==> config.mk <==
export PLATFORM = sky130hd
export DESIGN_NAME = nn_host_bridge
export DESIGN_NICKNAME = d
export VERILOG_FILES = /design/src/rtl/nn_host_bridge.sv
export SDC_FILE = /design/constraint.sdc
export NUM_CORES = 1
export LEC_CHECK = 0
export BUFFER_PORTS_ARGS = -buffer_cell sky130_fd_sc_hd__buf_2
export CAP_MARGIN = 40
export CORE_UTILIZATION = 57
export CTS_BUF_LIST = sky130_fd_sc_hd__clkbuf_4
export CTS_CLUSTER_SIZE = 14
export DETAILED_ROUTE_END_ITERATION = 7
export GPL_ROUTABILITY_DRIVEN = 0
export PLACE_DENSITY = 0.9
export SETUP_SLACK_MARGIN = 0.2
export SKIP_LAST_GASP = 1
export SLEW_MARGIN = 40
export SYNTH_ARGS = -nofsm -noshare
export SYNTH_HDL_FRONTEND = slang
export SYNTH_SLANG_ARGS = --single-unit
==> constraint.sdc <==
create_clock -name clk -period 4.68 [get_ports clk]
set_input_delay 0 -clock clk [delete_from_list [all_inputs] [get_ports clk]]
set_output_delay 0 -clock clk [all_outputs]
set_load 0.02 [all_outputs]
==> src/rtl/nn_host_bridge.sv <==
// Byte-stream host bridge: decodes write/read commands from an rx byte stream into
// accelerator memory-map write strobes and output-memory reads streamed back on tx.
module nn_host_bridge #(
    parameter int MM_DEPTH     = 16,
    parameter int MM_SIZE      = 32,
    parameter int Q_SIZE       = 16,
    parameter int READ_LATENCY = 1
) (
    input  logic                clk,
    input  logic                reset,
    input  logic                rx_valid,
    output logic                rx_ready,
    input  logic [7:0]          rx_data,
    output logic                tx_valid,
    input  logic                tx_ready,
    output logic [7:0]          tx_data,
    output logic                nn_write_enable,
    input  logic                nn_busy,
    output logic [MM_DEPTH-1:0] nn_write_addr,
    output logic [MM_SIZE-1:0]  nn_write_data,
    output logic [MM_DEPTH-1:0] nn_read_addr,
    input  logic [Q_SIZE-1:0]   nn_read_data,
    output logic                cmd_error
);

    localparam int A_BYTES   = MM_DEPTH / 8;
    localparam int D_BYTES   = MM_SIZE / 8;
    localparam int Q_BYTES   = Q_SIZE / 8;
    localparam int MAX_AD    = (A_BYTES > D_BYTES) ? A_BYTES : D_BYTES;
    localparam int MAX_BYTES = (MAX_AD > Q_BYTES) ? MAX_AD : Q_BYTES;
    localparam int CNT_W     = $clog2(MAX_BYTES + 1);

    localparam logic [CNT_W-1:0] A_LAST  = CNT_W'(A_BYTES - 1);
    localparam logic [CNT_W-1:0] D_LAST  = CNT_W'(D_BYTES - 1);
    localparam logic [CNT_W-1:0] Q_LAST  = CNT_W'(Q_BYTES - 1);
    localparam logic [1:0]       RL_LAST = 2'(READ_LATENCY - 1);

    localparam logic [7:0] OP_WRITE = 8'h57;
    localparam logic [7:0] OP_READ  = 8'h52;

    typedef enum logic [2:0] {
        S_IDLE,
        S_ADDR,
        S_DATA,
        S_WRITE,
        S_RD_WAIT,
        S_TX
    } state_t;

    state_t              state_q, state_d;
    logic                is_write_q, is_write_d;
    logic [CNT_W-1:0]    cnt_q, cnt_d;
    logic [1:0]          rd_cnt_q, rd_cnt_d;
    logic [MM_DEPTH-1:0] addr_q, addr_d;
    logic [MM_SIZE-1:0]  data_q, data_d;
    logic [Q_SIZE-1:0]   tx_shift_q, tx_shift_d;
    logic                cmd_error_q, cmd_error_d;

    always_comb begin
        state_d     = state_q;
        is_write_d  = is_write_q;
        cnt_d       = cnt_q;
        rd_cnt_d    = rd_cnt_q;
        addr_d      = addr_q;
        data_d      = data_q;
        tx_shift_d  = tx_shift_q;
        cmd_error_d = cmd_error_q;

        case (state_q)
            S_IDLE: begin
                if (rx_valid) begin
                    cnt_d = '0;
                    if (rx_data == OP_WRITE) begin
                        is_write_d = 1'b1;
                        state_d    = S_ADDR;
                    end else if (rx_data == OP_READ) begin
                        is_write_d = 1'b0;
                        state_d    = S_ADDR;
                    end else begin
                        cmd_error_d = 1'b1;
                    end
                end
            end
            S_ADDR: begin
                if (rx_valid) begin
                    addr_d = (addr_q << 8) | MM_DEPTH'(rx_data);
                    if (cnt_q == A_LAST) begin
                        cnt_d    = '0;
                        rd_cnt_d = '0;
                        state_d  = is_write_q ? S_DATA : S_RD_WAIT;
                    end else begin
                        cnt_d = cnt_q + 1'b1;
                    end
                end
            end
            S_DATA: begin
                if (rx_valid) begin
                    data_d = (data_q << 8) | MM_SIZE'(rx_data);
                    if (cnt_q == D_LAST) begin
                        cnt_d   = '0;
                        state_d = S_WRITE;
                    end else begin
                        cnt_d = cnt_q + 1'b1;
                    end
                end
            end
            S_WRITE: begin
                // The strobe itself is decoded combinationally so it can fire
                // in the same cycle nn_busy drops.
                if (!nn_busy) begin
                    state_d = S_IDLE;
                end
            end
            S_RD_WAIT: begin
                if (rd_cnt_q == RL_LAST) begin
                    tx_shift_d = nn_read_data;
                    cnt_d      = '0;
                    rd_cnt_d   = '0;
                    state_d    = S_TX;
                end else begin
                    rd_cnt_d = rd_cnt_q + 1'b1;
                end
            end
            S_TX: begin
                if (tx_ready) begin
                    tx_shift_d = tx_shift_q << 8;
                    if (cnt_q == Q_LAST) begin
                        cnt_d   = '0;
                        state_d = S_IDLE;
                    end else begin
                        cnt_d = cnt_q + 1'b1;
                    end
                end
            end
            default: begin
                state_d = S_IDLE;
            end
        endcase
    end

    always_ff @(posedge clk or posedge reset) begin
        if (reset) begin
            state_q     <= S_IDLE;
            is_write_q  <= 1'b0;
            cnt_q       <= '0;
            rd_cnt_q    <= '0;
            addr_q      <= '0;
            data_q      <= '0;
            tx_shift_q  <= '0;
            cmd_error_q <= 1'b0;
        end else begin
            state_q     <= state_d;
            is_write_q  <= is_write_d;
            cnt_q       <= cnt_d;
            rd_cnt_q    <= rd_cnt_d;
            addr_q      <= addr_d;
            data_q      <= data_d;
            tx_shift_q  <= tx_shift_d;
            cmd_error_q <= cmd_error_d;
        end
    end

    assign rx_ready        = (state_q == S_IDLE) || (state_q == S_ADDR) || (state_q == S_DATA);
    assign tx_valid        = (state_q == S_TX);
    assign tx_data         = tx_shift_q[Q_SIZE-1 -: 8];
    assign nn_write_enable = (state_q == S_WRITE) && !nn_busy;
    assign nn_write_addr   = addr_q;
    assign nn_write_data   = data_q;
    assign nn_read_addr    = addr_q;
    assign cmd_error       = cmd_error_q;

endmodule

Word level (Yosys, flattened, before mapping) --
Cells that the tools add are included.
Word-level totals: flip-flop bits (word level) 74, latch bits 0, RAM bits 0, ROM bits 0, bits of input ports 29, output and inout port bits 76, logic and storage cells 81, memories kept 0
Operators by class: add/subtract/negate cells 2, multipliers 0, divide/modulo/power cells 0, order comparisons 0, equal/unequal tests 19, shifts and indexed selects 0, muxes and demuxes 30, bitwise operators 4, reduce and logical (&&, ||, !) cells 18
Operator list (number):
- $mux 3 | 19
- $mux 16 | 2
- $or 32x8->32 | 1
- $pmux 16 s2 | 1
- $pmux 3 s6 | 1
- $eq 8x7->1 const B | 2
- $or 16x8->16 | 1
- $pmux 3 s5 | 1
- $ne 2x2->1 const B | 7
- $reduce_and 10->1 | 1
- $eq 3x2->1 const B | 3
- $reduce_and 3->1 | 3
- $eq 3x1->1 const B | 2
- $eq 3x3->1 const B | 2
- $mux 2 | 3
- $reduce_and 6->1 | 1
- $reduce_bool 2->1 | 3
- $reduce_bool 5->1 | 1
- $ne 2x1->1 const B | 2
- $pmux 2 s2 | 1
- $reduce_and 2->1 | 2
- $reduce_and 4->1 | 1
- $add 3x1->3 const B | 1
- $logic_not 3->1 | 1
- other kinds (8) | 11

Depth between registers and ports, before layout --
depth in word-level cells 5, gate-level depth with buffers 8, mapped depth without buffers 6

Least setup slack after synthesis --
No wires, ideal clock.
kind reg2reg, start point reg cnt_q[0], end point reg state_q[0], library setup time 0.131 ns, data arrival time 1.621 ns, data required time 4.549 ns, slack 2.927 ns, stages on the path, launching flop included 7, path buffers 0, clock period less this slack 1.753 ns, cells stage by stage dfrtp_1 > ha_1 > ha_1 > nor4b_2 > a31oi_2 > and4_2 > or3_1
Between the ends: cells in the longest elaborated chain, start to end 3, elaborated cells between the ends (all ways) 6, those cells by class eq/ne (5); reduce/logical (1)
Ends and longest elaborated chain:
- from (decl) | RTL line 52 | logic [CNT_W-1:0] cnt_q, cnt_d;
- from (signal assigned) | RTL line 154 | cnt_q <= cnt_d;
- $eq 3x2->1 / $eq 3x1->1 (equally long branches) | RTL line 99, 87, 127
- $ne 2x2->1 (no line) / $ne 2x1->1 (equally long branches)
- $reduce_and 10->1 (no line) *
- to (signal assigned) | RTL line 152 | state_q <= state_d;
- to (decl) | RTL line 50 | state_t state_q, state_d;
Mark *: on every way between the ends. The rest lies on a longest branch, timed or not. A chain may end at the register's enable or synchronous reset.

Worst setup path after layout --
start point reg state_q[0], end point reg is_write_q
Between the ends: cells in the longest elaborated chain, start to end 2
Ends and longest elaborated chain:
- $logic_not 3->1 | RTL line 69 | case (state_q)
- $reduce_and 3->1 (no line)
- to (signal assigned) | RTL line 153 | is_write_q <= is_write_d;
- to (decl) | RTL line 51 | logic is_write_q, is_write_d;
No other way between the ends.

==> run_results.csv <==
group,metric,value,unit
synthesis,yosysWarnings,0,
detailed_routing,drt-initial-drc-count,134,
synthesis,synth_area_leaders,"dfrtp_1 (54%), mux2_2 (16%), buf_4 (7.0%)",
floorplan,rows,27,
power,switching_share,0.421,
clocking,cts_setup_buffers,0,
critical_path,path_common_cell,"o21ai_1",
synthesis,netlist_instances,265,
global_routing,grt_overflow,0,
final_layout,drive_gt1_frac,0.485,
clocking,clock_path_buffers,2,
power,peakVddDrop,0.000471,V
floorplan,die-width,79.6,um
clocking,cts.sinks,74,
floorplan,design.core.area,5640,sq um
timing,rsz0062_at_grt,"false",
critical_path,cp-start-kind,"register",
global_routing,grt_pass1_vias,2405,
synthesis,synth_edf_count,0,
critical_path,rrSetupSlack,2.37,ns
timing,drv_slew,0,
run,max_cap_violations,0,
clocking,cts.clk_slew.worst_paths,0.13,ns
detailed_routing,drc,0,
clocking,clock_latency,0.43,ns
critical_path,rr_endpoint,"is_write_q$_DFFE_PP0P_",
detailed_routing,vias_per_cell,5.54,
synthesis,post-synth-top-count-cell,"dfrtp_1",
detailed_routing,wl,7620,um
timing,worstMarginPinSlew,0.716,ns
global_routing,use_met2,0.432,
clocking,root_buffer,"clkbuf_4",
final_layout,fin_nets,409,
detailed_routing,ant_nets,0,
final_layout,fin_util,0.755,
global_routing,grt_max_degree,75,
synthesis,synthArstFlopShare,1.00,
min_path,hold_path.class,"in2async",
global_routing,met1_usage,0.314,
global_routing,grt_usage,0.258,
critical_path,slowest_stage,"dfrtp_1",
timing,hold_violations,0,
synthesis,synth_top_area_frac,0.540,
timing,setup_viol,0,
critical_path,worstRegToRegCells,5,
synthesis,synth_nets,300,
power,total_power,2.88,mW
timing,finalCritPeriodShare,0.493,
floorplan,die_h,79.6,um
final_layout,register_area,1850,sq um
floorplan,initial_utilization,0.608,
timing,skew,0.0170,ns
synthesis,yosys.area.top_type,"dfrtp_1",
detailed_routing,route.detailed.wl_per_inst,16.9,um
critical_path,path_buf_inv,1,
timing,setup_tns,0,ns
global_routing,grt-busiest-layer,"met2",
placed_design,dp_hpwl,4670,um
synthesis,synth_cell_type_count,45,
clocking,cts_tree,"done",
synthesis,avgSynthCellArea,13.0,sq um
power,p_sw,1.22,mW
power,power.leakage,2.07,nW
power,p_comb_frac,0.438,
critical_path,criticalPathCategory,"reg2reg",
final_layout,finalNonFillerCells,451,
timing,fmaxAchievable,0.433,GHz
critical_path,crit_chain,"or2_4 -> or4_1 -> o21ai_1 -> o21ai_1 -> dlygate4sd3_1",
timing,maxSlewHeadroom,0.521,
synthesis,synth.top_cells.by_count,"dfrtp_1 (74), mux2_2 (48), buf_4 (32), inv_1 (12)",
detailed_routing,vias,2498,
final_layout,synthToLayoutAreaGrowth,24.1,%
critical_path,worst_path_dominant_cell_family,"simple AND/OR/NAND/NOR gates",
final_layout,antennaDiodeCount,0,
critical_path,cp.arrival,2.63,ns
timing,setup_ws,2.37,ns
floorplan,die_area,6340,sq um
synthesis,ys.flop_type,"dfrtp_1",
clocking,h-tree-depth,3,
critical_path,rr_startpoint,"state_q[0]$_DFFE_PP0P_",
global_routing,met3_usage,0.0606,
synthesis,ys_ff_latch,74,
critical_path,critical_path_required,5.00,ns
synthesis,ys_seq_area_frac,0.540,
placed_design,place_inst,406,
synthesis,netlist_area,3430,sq um
power,p_clk_frac,0.159,
final_layout,multi_input_area,1280,sq um
placed_design,dp_slack,2.49,ns
placed_design,io_buffers,104,
critical_path,max_stage_delay,0.62,ns
power,power.density,677,nW/um^2
critical_path,cp-end-kind,"register",
status,status,"finished, final reports clean",
timing,timing.final.crit_period,2.31,ns
power,sequentialPowerShare,0.403,
power,p_int,1.67,mW
floorplan,io_pins,105,
clocking,numCtsBuffers,9,
global_routing,antenna_found_initial,0,
global_routing,grt_pass1_wl,12000,um
detailed_routing,drtPass1Iterations,4,
final_layout,final.fill_count,358,
critical_path,cp_max_fo,19,
[what timing repair did]
| action | 4_1_cts | 5_1_grt |
|---|---|---|
| resized for setup | 0 | 0 |
| hold endpoints to repair | 110 | 0 |
| endpoints found under the setup margin | 0 | 0 |
| hold buffers | 29 | 0 |
[power groups by stage]
stage                     registers (mW)  clock network (mW)  logic [mW]
after floorplan                     1.34                   0       0.766
after global placement              1.13                   0        1.19
after detailed placement            1.16                   0        1.23
after CTS                           1.15               0.465        1.25
after global routing                1.20               0.493        1.35
final                               1.16               0.460        1.26
[flip-flops by register name (all words and copies together), names as in the netlist]
name and cells:
nn_read_addr 16, nn_write_data 32, is_write_q 1, tx_shift_q 16
rd_cnt_q 2, cmd_error 1, state_q 3, cnt_q 3
[metal layers]
layer | share of wire | vias up
li1 | - | 1135
met1 | 0.40 | 1251
met2 | 0.53 | 93
met3 | 0.044 | 19
met4 | 0.029 | 0
met5 | 0 | -
[per-stage QoR]
step / hold WS [ns] / cell area, sq um
after floorplan: 0.0794 / 3430
after global placement: 0.226 / 3790
after detailed placement: 0.207 / 3800
after CTS: 0.277 / 4250
after global routing: 0.324 / 4260
final: 0.245 / 4260
[worst min-delay path: stages]
cell           delay, ns
dlygate4sd3_1       0.53
buf_2               0.12
inv_2               0.04
buf_6               0.48
[worst max-delay path by stage]
stage / startpoint / endpoint / slack [ns] / depth (start not counted)
after detailed placement: state_q[0]$_DFFE_PP0P_ / nn_read_addr[9]$_DFFE_PP0P_ / 2.49 / 3
after CTS: state_q[0]$_DFFE_PP0P_ / is_write_q$_DFFE_PP0P_ / 2.38 / 5
after global placement: state_q[0]$_DFFE_PP0P_ / nn_read_addr[12]$_DFFE_PP0P_ / 2.62 / 3
after floorplan: reset / cmd_error$_DFFE_PP0P_ / 2.80 / 1
final: state_q[0]$_DFFE_PP0P_ / is_write_q$_DFFE_PP0P_ / 2.37 / 5
after global routing: state_q[0]$_DFFE_PP0P_ / is_write_q$_DFFE_PP0P_ / 2.26 / 5
[cell usage in the layout (no fill, tap or decap), drive strengths merged, types with 6 or more instances in the layout]
master	Yosys	routed
o21ai	12	12
nor2	6	6
mux2	51	51
a22o	8	8
clkbuf	1	10
nand2	11	11
inv	12	13
dfrtp	74	74
buf	36	106
ha	6	6
a21oi	6	6
mux2i	8	8
dlygate4sd3	0	29
[cell families after synthesis]
group,share of synthesized area
XOR/XNOR,0.00255
AND/OR/NAND/NOR,0.0820
buffers and inverters,0.0919
multiplexers,0.191
AO/OA/AOI/OAI,0.0715
adder cells (fa/ha/maj),0.0219
flip-flops,0.540
[final cells by class]
type | instances | area share
flip-flops and latches | 74 | 0.435
clock buffers | 10 | 0.0176
multi-input cells | 142 | 0.300
well taps | 72 | 0.0211
clock inverters | 6 | 0.0211
repair buffers | 135 | 0.195
inverters | 12 | 0.0106
Power figures use the tool's default switching activity.
